--- config.mk ---
export PLATFORM = sky130hd
export DESIGN_NAME = button_debounce_array
export DESIGN_NICKNAME = d
export VERILOG_FILES = /design/src/rtl/button_debounce_array.sv
export SDC_FILE = /design/constraint.sdc
export NUM_CORES = 1
export LEC_CHECK = 0
export BUFFER_PORTS_ARGS = -buffer_cell sky130_fd_sc_hd__buf_2
export CORE_ASPECT_RATIO = 0.8
export CORE_UTILIZATION = 50
export CTS_CLUSTER_SIZE = 25
export DETAILED_ROUTE_END_ITERATION = 8
export PLACE_DENSITY = 0.69
export SLEW_MARGIN = 5
export SYNTH_ARGS = -nofsm -noshare
export SYNTH_HDL_FRONTEND = slang
export SYNTH_SLANG_ARGS = --single-unit
export TNS_END_PERCENT = 30
--- constraint.sdc ---
create_clock -name Clk -period 3.15 [get_ports Clk]
set_input_delay 0.1575 -clock Clk [delete_from_list [all_inputs] [get_ports Clk]]
set_output_delay 0.1575 -clock Clk [all_outputs]
set_load 0.005 [all_outputs]
--- src/rtl/button_debounce_array.sv ---
// -----------------------------------------------------------------------------
// button_debounce_array
//
// Purpose:
//   N-channel push-button conditioner. Each channel has its own polarity
//   normalisation, 2-flop synchroniser, debounce counter, clean level output
//   and one-cycle press/release pulses. It sits between raw KEY/SW pins and the
//   control FSM.
//
// Ports:
//   Clk          in   1      system clock, all state on the rising edge
//   Reset        in   1      asynchronous, active-low reset
//   btn_raw      in   N_BTN  raw asynchronous button pins
//   btn_level    out  N_BTN  debounced level, 1 = pressed
//   btn_press    out  N_BTN  one-cycle pulse when btn_level rises (and on repeat)
//   btn_release  out  N_BTN  one-cycle pulse when btn_level falls
//
// Optional feature:
//   `define AUTOREPEAT_EN adds a per-channel hold counter. While a button stays
//   pressed, extra btn_press pulses fire HOLD_CYCLES after the press and then
//   every REPEAT_CYCLES. Without the macro no hold logic is generated.
// -----------------------------------------------------------------------------
module button_debounce_array #(
    parameter int N_BTN         = 3,
    parameter int CNT_W         = 20,
    parameter int STABLE_CYCLES = 500000,
    parameter bit ACTIVE_LOW    = 1'b1,
    parameter int HOLD_CYCLES   = 25000000,
    parameter int REPEAT_CYCLES = 5000000
) (
    input  logic             Clk,
    input  logic             Reset,
    input  logic [N_BTN-1:0] btn_raw,
    output logic [N_BTN-1:0] btn_level,
    output logic [N_BTN-1:0] btn_press,
    output logic [N_BTN-1:0] btn_release
);

    localparam logic [CNT_W-1:0] STABLE_LAST = CNT_W'(STABLE_CYCLES - 1);

    logic [N_BTN-1:0] w_pol;
    logic [N_BTN-1:0] r_sync1;
    logic [N_BTN-1:0] r_sync2;
    logic [CNT_W-1:0] r_cnt [N_BTN];
    logic [N_BTN-1:0] w_commit;
    logic [N_BTN-1:0] w_rpt;

    // After normalisation 1 always means pressed, so the released value of
    // the synchroniser flops is 0 regardless of pin polarity.
    assign w_pol = ACTIVE_LOW ? ~btn_raw : btn_raw;

    // A channel commits its new level on the cycle its count reaches the end
    // while the synced input still disagrees with the current level.
    always_comb begin
        w_commit = '0;
        for (int i = 0; i < N_BTN; i++) begin
            w_commit[i] = (r_sync2[i] != btn_level[i]) && (r_cnt[i] == STABLE_LAST);
        end
    end

    always_ff @(posedge Clk or negedge Reset) begin
        if (!Reset) begin
            r_sync1     <= '0;
            r_sync2     <= '0;
            btn_level   <= '0;
            btn_press   <= '0;
            btn_release <= '0;
            for (int i = 0; i < N_BTN; i++) begin
                r_cnt[i] <= '0;
            end
        end else begin
            r_sync1 <= w_pol;
            r_sync2 <= r_sync1;
            for (int i = 0; i < N_BTN; i++) begin
                // Repeat pulses never coincide with a commit, so the commit
                // branch below can safely override the default.
                btn_press[i]   <= w_rpt[i];
                btn_release[i] <= 1'b0;
                if (r_sync2[i] == btn_level[i]) begin
                    // Any bounce back to the current level restarts the count.
                    r_cnt[i] <= '0;
                end else if (w_commit[i]) begin
                    btn_level[i]   <= r_sync2[i];
                    r_cnt[i]       <= '0;
                    btn_press[i]   <= r_sync2[i];
                    btn_release[i] <= ~r_sync2[i];
                end else begin
                    r_cnt[i] <= r_cnt[i] + 1'b1;
                end
            end
        end
    end

`ifdef AUTOREPEAT_EN
    localparam int HOLD_MAX = (HOLD_CYCLES > REPEAT_CYCLES) ? HOLD_CYCLES : REPEAT_CYCLES;
    localparam int HOLD_W   = (HOLD_MAX > 1) ? $clog2(HOLD_MAX) : 1;
    localparam logic [HOLD_W-1:0] HOLD_LAST = HOLD_W'(HOLD_CYCLES - 1);
    localparam logic [HOLD_W-1:0] REP_LAST  = HOLD_W'(REPEAT_CYCLES - 1);

    logic [HOLD_W-1:0] r_hold [N_BTN];
    logic [N_BTN-1:0]  r_rep;    // 1 once the first repeat has fired

    // The hold counter only runs while the level is 1 and is not about to
    // fall this cycle; the first interval is HOLD_CYCLES, later ones are
    // REPEAT_CYCLES.
    always_comb begin
        w_rpt = '0;
        for (int i = 0; i < N_BTN; i++) begin
            w_rpt[i] = btn_level[i] && !w_commit[i] &&
                       (r_hold[i] == (r_rep[i] ? REP_LAST : HOLD_LAST));
        end
    end

    always_ff @(posedge Clk or negedge Reset) begin
        if (!Reset) begin
            r_rep <= '0;
            for (int i = 0; i < N_BTN; i++) begin
                r_hold[i] <= '0;
            end
        end else begin
            for (int i = 0; i < N_BTN; i++) begin
                if (!btn_level[i] || w_commit[i]) begin
                    r_hold[i] <= '0;
                    r_rep[i]  <= 1'b0;
                end else if (w_rpt[i]) begin
                    r_hold[i] <= '0;
                    r_rep[i]  <= 1'b1;
                end else begin
                    r_hold[i] <= r_hold[i] + 1'b1;
                end
            end
        end
    end
`else
    // No auto-repeat: the hold timing parameters have no effect.
    logic w_unused_hold;
    assign w_rpt         = '0;
    assign w_unused_hold = ^{HOLD_CYCLES, REPEAT_CYCLES};
`endif

endmodule

==> impl_metrics.tcl <==
set metrics [dict create \
    outcome "completed" \
    post-place-ws_ns 0.958 \
    vias 2518 \
    r2r-start "r_cnt[12]$_DFF_PN0_" \
    ys_ff_latch 75 \
    worstPathArrival_ns 2.39 \
    row_count 27 \
    end_kind "flip-flop" \
    drcViolationCount 0 \
    io_buffers 13 \
    setup_viol 0 \
    clk_pin_slew_ns 0.07 \
    start_util_pct 51.7 \
    worstMarginPinSlew_ns 0.957 \
    irDropWorstVdd_mv 0.284 \
    totalWireLength_mm 6.25 \
    ys_seq_area_share_pct 53.0 \
    diodes 0 \
    critical_path_class "flip-flop to flip-flop" \
    via_per_inst 5.51 \
    setup_tns_ns 0 \
    critPathLaunch "r_cnt[12]$_DFF_PN0_" \
    setup_ws_ns 0.954 \
    slew_headroom_pct 36.0 \
    critPathRequiredTime_ns 3.35 \
    dr.pass1.iters 4 \
    final_util_pct 57.7 \
    syn-cell-area_um2 3540 \
    p_leak_nw 1.60 \
    rsz0062_at_grt "false" \
    syn_nets 353 \
    slew_viol_final 0 \
    grt_pass1_wl_mm 11.0 \
    syn_avg_cell_area_um2 10.3 \
    gr-total-overflow 0 \
    cts_num_sinks 75 \
    cts.htree.levels 3 \
    track_usage_pct 19.4 \
    synth_warnings 0 \
    fin_area_um2 3960 \
    hold_class "flip-flop to flip-flop" \
    io_pins 14 \
    avgRoutedWirePerCell_um 13.7 \
    cp_max_fo 18 \
    finalCritPeriodShare_pct 69.7 \
    fp.dieW_um 96.1 \
    ant_nets 0 \
    cts_tree "built" \
    ctsLongestPathBuffers 2 \
    antenna_found_initial 0 \
    hp-start "r_sync1[0]$_DFF_PN0_" \
    layout_common_cells "dfrtp_1 (75), nor2_1 (45), xnor2_1 (28)" \
    first_iter_violations 126 \
    core_area_um2 6860 \
    gp_congestion 0.792 \
    cts_resized 0 \
    grt_max_degree 76 \
    place_area_um2 3690 \
    layout_min_cycle_time_ns 2.20 \
    nNetsFinal 373 \
    die_h_um 77.3 \
    die_area_um2 7430 \
    dp_hpwl_mm 4.19 \
    worstSetupStartpointType "flip-flop" \
    synth_cell_type_count 34 \
    holdWs_ns 0.357 \
    insertion_delay_ns 0.35 \
    cts-buffers-inserted 9 \
    grt_pass1_vias 2472 \
    synthCells 345 \
    layout_commonest_cell "dfrtp_1" \
    hold_viol 0 \
    clock-root-buffer "clkbuf_8" \
    clock-skew-final_ns 0.00770 \
    cap_violations 0 \
    timing.fmax_ghz 0.455 \
    area_growth_pct 11.7 \
    drive_gt1_share_pct 11.4 \
    power.density_nw_per_um2 474 \
]
## cells by family (layout without fill, tap and decap cells)
| logic type | count (synthesis) | in the layout | share of synthesized area, % |
|---|---|---|---|
| buffers and inverters | 22 | 47 | 2.47 |
| flip-flops | 75 | 75 | 53.0 |
| AO/OA/AOI/OAI | 45 | 45 | 8.27 |
| AND/OR/NAND/NOR | 161 | 161 | 25.4 |
| adder cells (fa/ha/maj) | 3 | 3 | 1.06 |
| XOR/XNOR | 36 | 36 | 8.90 |
| multiplexers | 3 | 3 | 0.954 |
## final cells by class
class	count	area, um^2
Clock buffer	10	138
Clock inverter	6	88.8
Fill cell	584	2900
Inverter	12	45.0
Multi-Input combinational cell	248	1580
Sequential cell	75	1880
Tap cell	87	109
Timing Repair Buffer	19	123
## power by group
part / internal, mW / total (mW) / switching, mW
logic: 0.0200 / 0.0600 / 0.0400
registers: 0.975 / 0.989 / 0.0136
clock network: 0.467 / 0.825 / 0.358
total: 1.46 / 1.87 / 0.412
## state kept, by name, indices dropped and copies added, names as in the netlist
signal,cells
r_cnt,60
btn_level,3
btn_press,3
btn_release,3
r_sync1,3
r_sync2,3
## worst max-delay path, cell delays in order, from the launching register on
cell     delay (ns)
dfrtp_1        0.42
or4b_4         0.57
o41ai_4        0.92
nor2_1         0.13
## path summary, 6_finish.rpt
| check | cells after the start | slack [ns] | end |
|---|---|---|---|
| worst max-delay path | 3 | 0.95 | r_cnt[10]$_DFF_PN0_ |
| worst min-delay path | 0 | 0.36 | r_sync2[0]$_DFF_PN0_ |
| worst max register to register | 3 | 0.95 | r_cnt[10]$_DFF_PN0_ |
| worst min register to register | 0 | 0.36 | r_sync2[0]$_DFF_PN0_ |
| max in group asynchronous | 2 | 2.09 | r_cnt[34]$_DFF_PN0_ |
| min in group asynchronous | 2 | 0.44 | r_cnt[43]$_DFF_PN0_ |
## cells in the mapped netlist
master,instances,area (um^2)
a21oi_1,21,105
and2_1,1,6.26
and3_1,3,18.8
and4_1,3,26.3
buf_1,1,3.75
buf_2,4,20.0
clkbuf_1,5,18.8
dfrtp_1,75,1880
ha_1,3,37.5
inv_1,12,45.0
mux2_1,1,11.3
mux2_2,2,22.5
nand2_1,23,86.3
nand2_2,1,6.26
nand3_1,20,100
nand4_1,6,37.5
nand4_2,2,25.0
nand4_4,1,21.3
nor2_1,45,169
nor3_1,6,30.0
nor3b_1,6,45.0
nor4_1,7,43.8
nor4b_1,7,61.3
o21ai_0,3,15.0
o21ai_1,6,30.0
o31ai_1,12,90.1
o31ai_2,2,25.0
o41ai_4,1,27.5
or2_1,1,6.26
or3_1,12,75.1
or4_1,15,113
or4b_4,2,27.5
xnor2_1,28,245
xor2_1,8,70.1
## per-stage QoR
step	power, mW	std cells
3_3_place_gp	1.06	437
2_1_floorplan	1.03	345
3_5_place_dp	1.07	437
6_report	1.87	457
4_1_cts	1.90	457
5_1_grt	1.95	457
## what timing repair did
| item | 4_1_cts | 5_1_grt |
|---|---|---|
| hold buffers | 4 | 0 |
| buffers inserted | 0 | 0 |
| hold endpoints to repair | 78 | 0 |
## metal layers
layer	vias to the layer above	routed length [um]	global-route usage [%]
met2	24	2840	29.4
met1	1210	3150	26.3
met3	8	198	6.25
met5	-	0	0
li1	1276	-	-
met4	0	67	5.82
(Power assumes the default switching activity.)
